File: src/rtl/rv32i_fetch_stage.sv
// RV32I instruction fetch: owns the fetch PC, issues word reads to I_mem and
// buffers responses in a small prefetch FIFO that feeds decode over valid/ready.
module rv32i_fetch_stage #(
    parameter logic [31:0] RESET_PC    = 32'h0000_0000,
    parameter int          IMEM_ADDR_W = 10,
    parameter int          DEPTH       = 2
) (
    input  logic                   clk,
    input  logic                   rst_n,
    output logic                   imem_en,
    output logic [IMEM_ADDR_W-1:0] imem_addr,
    input  logic [31:0]            imem_rdata,
    input  logic                   redirect_valid,
    input  logic [31:0]            redirect_pc,
    output logic                   if_valid,
    input  logic                   if_ready,
    output logic [31:0]            if_instr,
    output logic [31:0]            if_pc,
    output logic                   redirect_misalign
);
    localparam int PTR_W = $clog2(DEPTH);
    localparam int OCC_W = $clog2(DEPTH + 1) + 1;

    logic              rst_n_q;
    logic [31:0]       fetch_pc;
    logic [31:0]       pend_pc;
    logic              pending;
    logic              kill;
    logic [OCC_W-1:0]  occ;
    logic [PTR_W-1:0]  wr_ptr;
    logic [PTR_W-1:0]  rd_ptr;
    logic [31:0]       mem_pc    [DEPTH];
    logic [31:0]       mem_instr [DEPTH];
    logic              misalign_q;

    logic              pop;
    logic              push;
    logic              issue;
    logic [OCC_W:0]    level;

    function automatic logic [PTR_W-1:0] ptr_inc(input logic [PTR_W-1:0] p);
        if (p == PTR_W'(DEPTH - 1)) return '0;
        return p + PTR_W'(1);
    endfunction

    // Slots committed after this cycle: buffered + in flight - leaving now.
    always_comb begin
        pop   = if_valid & if_ready;
        level = (OCC_W + 1)'(occ) + (OCC_W + 1)'(pending) - (OCC_W + 1)'(pop);
        issue = rst_n & rst_n_q & ~redirect_valid & (level < (OCC_W + 1)'(DEPTH));
        push  = pending & ~kill & ~redirect_valid;
    end

    assign imem_en           = issue;
    assign imem_addr         = fetch_pc[IMEM_ADDR_W+1:2];
    assign if_valid          = (occ != '0);
    assign if_instr          = mem_instr[rd_ptr];
    assign if_pc             = mem_pc[rd_ptr];
    assign redirect_misalign = misalign_q;

    always_ff @(posedge clk) begin
        rst_n_q <= rst_n;
        if (!rst_n) begin
            fetch_pc   <= RESET_PC;
            pend_pc    <= '0;
            pending    <= 1'b0;
            kill       <= 1'b0;
            occ        <= '0;
            wr_ptr     <= '0;
            rd_ptr     <= '0;
            misalign_q <= 1'b0;
            for (int i = 0; i < DEPTH; i++) begin
                mem_pc[i]    <= '0;
                mem_instr[i] <= '0;
            end
        end else begin
            misalign_q <= redirect_valid & (|redirect_pc[1:0]);
            if (redirect_valid) begin
                // Any response still in flight belongs to the old path.
                fetch_pc <= {redirect_pc[31:2], 2'b00};
                pending  <= 1'b0;
                kill     <= pending;
                occ      <= '0;
                wr_ptr   <= '0;
                rd_ptr   <= '0;
            end else begin
                kill <= 1'b0;
                if (issue) begin
                    pending  <= 1'b1;
                    pend_pc  <= fetch_pc;
                    fetch_pc <= fetch_pc + 32'd4;
                end else begin
                    pending <= 1'b0;
                end
                if (push) begin
                    mem_pc[wr_ptr]    <= pend_pc;
                    mem_instr[wr_ptr] <= imem_rdata;
                    wr_ptr            <= ptr_inc(wr_ptr);
                end
                if (pop) begin
                    rd_ptr <= ptr_inc(rd_ptr);
                end
                case ({push, pop})
                    2'b10:   occ <= occ + OCC_W'(1);
                    2'b01:   occ <= occ - OCC_W'(1);
                    default: occ <= occ;
                endcase
            end
        end
    end
endmodule
File: config.mk
export PLATFORM = sky130hd
export DESIGN_NAME = rv32i_fetch_stage
export DESIGN_NICKNAME = d
export VERILOG_FILES = /design/src/rtl/rv32i_fetch_stage.sv
export SDC_FILE = /design/constraint.sdc
export NUM_CORES = 1
export LEC_CHECK = 0
export CORE_MARGIN = 4
export CORE_UTILIZATION = 40
export CTS_CLUSTER_SIZE = 20
export DETAILED_ROUTE_END_ITERATION = 8
export GPL_TIMING_DRIVEN = 0
export SYNTH_ARGS = -nofsm -noshare
export SYNTH_HDL_FRONTEND = slang
export SYNTH_SLANG_ARGS = --single-unit
File: constraint.sdc
create_clock -name clk -period 8.8 [get_ports clk]
set_clock_uncertainty 0.15 [all_clocks]
set_input_delay 2.2 -clock clk [delete_from_list [all_inputs] [get_ports clk]]
set_output_delay 2.2 -clock clk [all_outputs]
set_load 0.03 [all_outputs]
==> flow_results.xml, run 1 <==
<?xml version="1.0" encoding="UTF-8"?>
<metrics>
  <group name="synth">
    <metric name="synth_area_leaders" unit="">sky130_fd_sc_hd__edfxtp_1 43%, sky130_fd_sc_hd__dfxtp_1 16%, sky130_fd_sc_hd__and2_1 9.0%</metric>
    <metric name="synthCells" unit="">759</metric>
    <metric name="synth_flop_cell" unit="">sky130_fd_sc_hd__edfxtp_1</metric>
    <metric name="post_synth_instance_area" unit="sq um">8710</metric>
    <metric name="synth_seq_area_share" unit="">0.588</metric>
    <metric name="yosys_warnings" unit="">0</metric>
    <metric name="synth.top_cells.by_count" unit="">126 x sky130_fd_sc_hd__and2_1, 124 x sky130_fd_sc_hd__edfxtp_1, 92 x sky130_fd_sc_hd__nand2_1</metric>
    <metric name="synth-edff-count" unit="">124</metric>
    <metric name="synthMostInstantiatedCell" unit="">sky130_fd_sc_hd__and2_1</metric>
    <metric name="ys_types" unit="">61</metric>
    <metric name="synth_top_area_cell" unit="">sky130_fd_sc_hd__edfxtp_1</metric>
    <metric name="synth-seq-cells" unit="">194</metric>
    <metric name="netlist.area_leader.share" unit="">0.427</metric>
    <metric name="post_synth.cell_area_avg" unit="sq um">11.5</metric>
    <metric name="synthArstFlopShare" unit="">0</metric>
  </group>
  <group name="route">
    <metric name="met3WireLength" unit="um">1440</metric>
    <metric name="average_via_count_per_standard_cell" unit="">5.20</metric>
    <metric name="detailedRoute.firstIterationViolations" unit="">388</metric>
    <metric name="met2_wirelength" unit="um">9630</metric>
    <metric name="post-route-drc-count" unit="">0</metric>
    <metric name="drt.antenna.violating_nets" unit="">0</metric>
    <metric name="met1Wirelength" unit="um">9440</metric>
    <metric name="avgRoutedWirePerCell" unit="um">17.2</metric>
    <metric name="route.top_layer_used" unit="">met4</metric>
    <metric name="drt_pass1_iterations" unit="">5</metric>
    <metric name="route.final.wire_length" unit="um">20800</metric>
    <metric name="num_vias" unit="">6293</metric>
  </group>
  <group name="critical_path">
    <metric name="worstPathCellList" unit="">clkdlybuf4s50_1 -&gt; and2_1 -&gt; ha_1 -&gt; nand2b_1 -&gt; fa_1 -&gt; nand2_1 -&gt; nor3_4 -&gt; nand3_1 -&gt; inv_2 -&gt; buf_2 -&gt; buf_2 -&gt; clkdlybuf4s50_1</metric>
    <metric name="end_kind" unit="">output pin</metric>
    <metric name="timing_worst_setup_path_type" unit="">in -&gt; out</metric>
    <metric name="reg2reg_depth" unit="">13</metric>
    <metric name="critPathLaunchType" unit="">primary input</metric>
    <metric name="cp_data_required_time" unit="ns">6.45</metric>
    <metric name="max_stage_delay" unit="ns">0.72</metric>
    <metric name="critical_path.slowest_cell" unit="">sky130_fd_sc_hd__clkdlybuf4s50_1</metric>
    <metric name="path_max_fanout" unit="">10</metric>
    <metric name="critical_path_depth" unit="">12</metric>
    <metric name="critical_path_buf_inv_count" unit="">5</metric>
    <metric name="crit_arrival" unit="ns">5.64</metric>
    <metric name="critical_path.top_delay_family" unit="">buffers and inverters</metric>
    <metric name="setup.worst_path.start" unit="">if_ready</metric>
    <metric name="r2r_start" unit="">occ[1]</metric>
  </group>
  <group name="clock_tree">
    <metric name="clock_tree_buf_depth" unit="">2</metric>
    <metric name="clk_transition_reported_paths" unit="ns">0.07</metric>
    <metric name="cts.sink_count" unit="">194</metric>
    <metric name="ctsRootBufferMaster" unit="">sky130_fd_sc_hd__clkbuf_16</metric>
    <metric name="clock_tree_from_tritoncts" unit="">done</metric>
    <metric name="number_of_buffers_added_to_fix_hold_violations_after_cts" unit="">0</metric>
    <metric name="post-cts-setup-buffers" unit="">0</metric>
    <metric name="total_clock_buffers_created_by_cts" unit="">17</metric>
    <metric name="number_of_gates_resized_after_cts" unit="">0</metric>
    <metric name="clk-insertion-delay-late" unit="ns">0.43</metric>
    <metric name="htree_levels" unit="">4</metric>
  </group>
  <group name="die">
    <metric name="core" unit="sq um">21200</metric>
    <metric name="placement_rows" unit="">53</metric>
    <metric name="floorplan.die_area" unit="sq um">24200</metric>
    <metric name="die_width" unit="um">156</metric>
    <metric name="die-height" unit="um">156</metric>
    <metric name="floorplan.initialDensity" unit="">0.411</metric>
    <metric name="floorplan.io_pins" unit="">145</metric>
  </group>
  <group name="global_routing">
    <metric name="initial_antenna_violation_count" unit="">0</metric>
    <metric name="grt_remaining_overflow" unit="">0</metric>
    <metric name="track_usage" unit="">0.174</metric>
    <metric name="grt_pass1_wl" unit="um">33100</metric>
    <metric name="pin_count_of_the_biggest_net_entering_global_routing" unit="">63</metric>
    <metric name="via_count_of_the_first_global_routing_pass" unit="">6150</metric>
  </group>
  <group name="worst_hold_path">
    <metric name="hp-start" unit="">pend_pc[8]</metric>
    <metric name="worst_hold_path.num_cells" unit="">2</metric>
    <metric name="worst_hold_path_type" unit="">reg -&gt; reg</metric>
  </group>
  <group name="layout">
    <metric name="area_delta_synth_final" unit="%">27.8</metric>
    <metric name="final_design_utilization" unit="">0.525</metric>
    <metric name="layout.nets" unit="">998</metric>
    <metric name="drive_above_1_share" unit="">0.142</metric>
    <metric name="n_fill_cell" unit="">1927</metric>
    <metric name="post_layout_nonfiller_instances" unit="">1211</metric>
    <metric name="num_antenna_cells" unit="">0</metric>
  </group>
  <group name="sta">
    <metric name="max_freq" unit="MHz">125</metric>
    <metric name="layout_worst_path_cycle_share" unit="">0.908</metric>
    <metric name="period_needed" unit="ns">7.99</metric>
    <metric name="final-setup-viol-count" unit="">0</metric>
    <metric name="setup_total_negative_slack" unit="ns">0</metric>
    <metric name="worst_slack" unit="ns">0.807</metric>
    <metric name="worstMarginPinSlew" unit="ns">0.850</metric>
    <metric name="grt_setup_unrepaired" unit="">false</metric>
    <metric name="hold_violations" unit="">0</metric>
    <metric name="slew-limit-headroom" unit="">0.431</metric>
    <metric name="report.final.slew_viol_count" unit="">0</metric>
  </group>
  <group name="pwr">
    <metric name="static-leakage-power" unit="uW">0.00403</metric>
    <metric name="power-per-cell-area" unit="nW/um^2">177</metric>
    <metric name="p_sw" unit="uW">487</metric>
    <metric name="p_int" unit="uW">1480</metric>
    <metric name="pwr-share-seq" unit="">0.519</metric>
    <metric name="clock_power_share" unit="">0.378</metric>
    <metric name="final_total_pwr" unit="uW">1970</metric>
    <metric name="switching_fraction" unit="">0.247</metric>
    <metric name="peakVddDrop" unit="mV">0.134</metric>
    <metric name="comb_power_share" unit="">0.103</metric>
  </group>
  <group name="placement">
    <metric name="globalplace.congestion" unit="">0.875</metric>
    <metric name="dp_cells" unit="">1179</metric>
    <metric name="dpl_worst_slack" unit="ns">0.789</metric>
    <metric name="buffer_ports.inserted" unit="">141</metric>
    <metric name="dp_hpwl" unit="um">14700</metric>
  </group>
  <group name="job">
    <metric name="drv.max_cap_violation_count" unit="">0</metric>
  </group>
  <group name="outcome">
    <metric name="outcome" unit="">finished clean</metric>
  </group>
</metrics>
[final cells by class]
type,instances,area [sq um],area share
clock buffer,19,454,0.0408
inverter,17,63.8,0.00573
buffer,59,282,0.0253
sequential,194,5120,0.460
clock inverter,13,115,0.0103
tap,275,344,0.0309
timing repair buffer,144,1490,0.133
multi-input combinational,490,3270,0.293
[per-stage QoR]
step	area, sq um	hold WS [ns]
after detailed placement	10600	0.305
after global placement	10500	0.299
after CTS	11100	0.314
after global routing	11100	0.327
after floorplan	8720	0.290
final	11100	0.312
[flip-flops by register name, summed over array words and instances (netlist names), named ones only]
name,count
fetch_pc,30
kill,1
mem_instr,64
mem_pc,60
occ,3
pend_pc,30
pending,1
rd_ptr,1
redirect_misalign,1
rst_n_q,1
wr_ptr,1
[worst min-delay path: stages (launching register included)]
cell,delay (ns)
sky130_fd_sc_hd__dfxtp_1,0.31
sky130_fd_sc_hd__nand2_1,0.05
sky130_fd_sc_hd__a21oi_1,0.05
[power by group through the flow]
stage | registers (uW) | clock network [uW] | logic [uW]
floorplan | 1040 | 0 | 109
global placement | 1050 | 0 | 198
detailed placement | 1040 | 0 | 204
CTS | 1020 | 760 | 205
global route | 1030 | 805 | 217
finish | 1020 | 745 | 203
[path summary, 6_finish.rpt]
path | end | slack [ns]
max | imem_en | 0.81
min reg2reg | pend_pc[8] | 0.31
max reg2reg | pend_pc[21] | 5.23
min | pend_pc[8] | 0.31
[cell families after synthesis]
kind of cell	share of synthesized area
AOI/OAI and AO/OA	0.0859
xor gates and xnor gates	0.00503
adders and majority gates	0.0118
buffers and inverters	0.0396
DFF	0.588
muxes	0.0801
other	0.000430
and+or+nand+nor	0.189
[cells in the final DEF, fill, tap and decap left out, types with 4 or more instances in the layout]
cell type and instances:
sky130_fd_sc_hd__clkdlybuf4s50_1 141, sky130_fd_sc_hd__and2_1 126, sky130_fd_sc_hd__edfxtp_1 124, sky130_fd_sc_hd__nand2_1 92
sky130_fd_sc_hd__dfxtp_1 70, sky130_fd_sc_hd__mux2_2 62, sky130_fd_sc_hd__a21oi_1 41, sky130_fd_sc_hd__clkbuf_1 31
sky130_fd_sc_hd__clkbuf_16 18, sky130_fd_sc_hd__nor2_1 17, sky130_fd_sc_hd__inv_1 14, sky130_fd_sc_hd__nand3_1 12
sky130_fd_sc_hd__buf_2 12, sky130_fd_sc_hd__buf_4 12, sky130_fd_sc_hd__nand4_1 10, sky130_fd_sc_hd__o21ai_1 9
sky130_fd_sc_hd__a31oi_1 9, sky130_fd_sc_hd__and3_1 8, sky130_fd_sc_hd__a21o_1 6, sky130_fd_sc_hd__or4_1 6
sky130_fd_sc_hd__buf_1 5, sky130_fd_sc_hd__nand2b_1 5, sky130_fd_sc_hd__o311ai_1 5, sky130_fd_sc_hd__ha_1 5
sky130_fd_sc_hd__o21a_1 4, sky130_fd_sc_hd__o211ai_1 4, sky130_fd_sc_hd__nor3_1 4, sky130_fd_sc_hd__o21ai_0 4
sky130_fd_sc_hd__inv_6 4
[per-layer routing]
metal,vias to the layer above,global-route usage
li1,3023,-
met1,2994,0.244
met2,254,0.278
met3,22,0.0313
met4,0,0.0550
met5,-,0
Power figures use the tool's default switching activity.
==> run 2, diff against run 1 <==
- TNS_END_PERCENT: not set -> 50
==> results of run 2 <==
Final layout, timing and power as in run 1 (identical DEF).
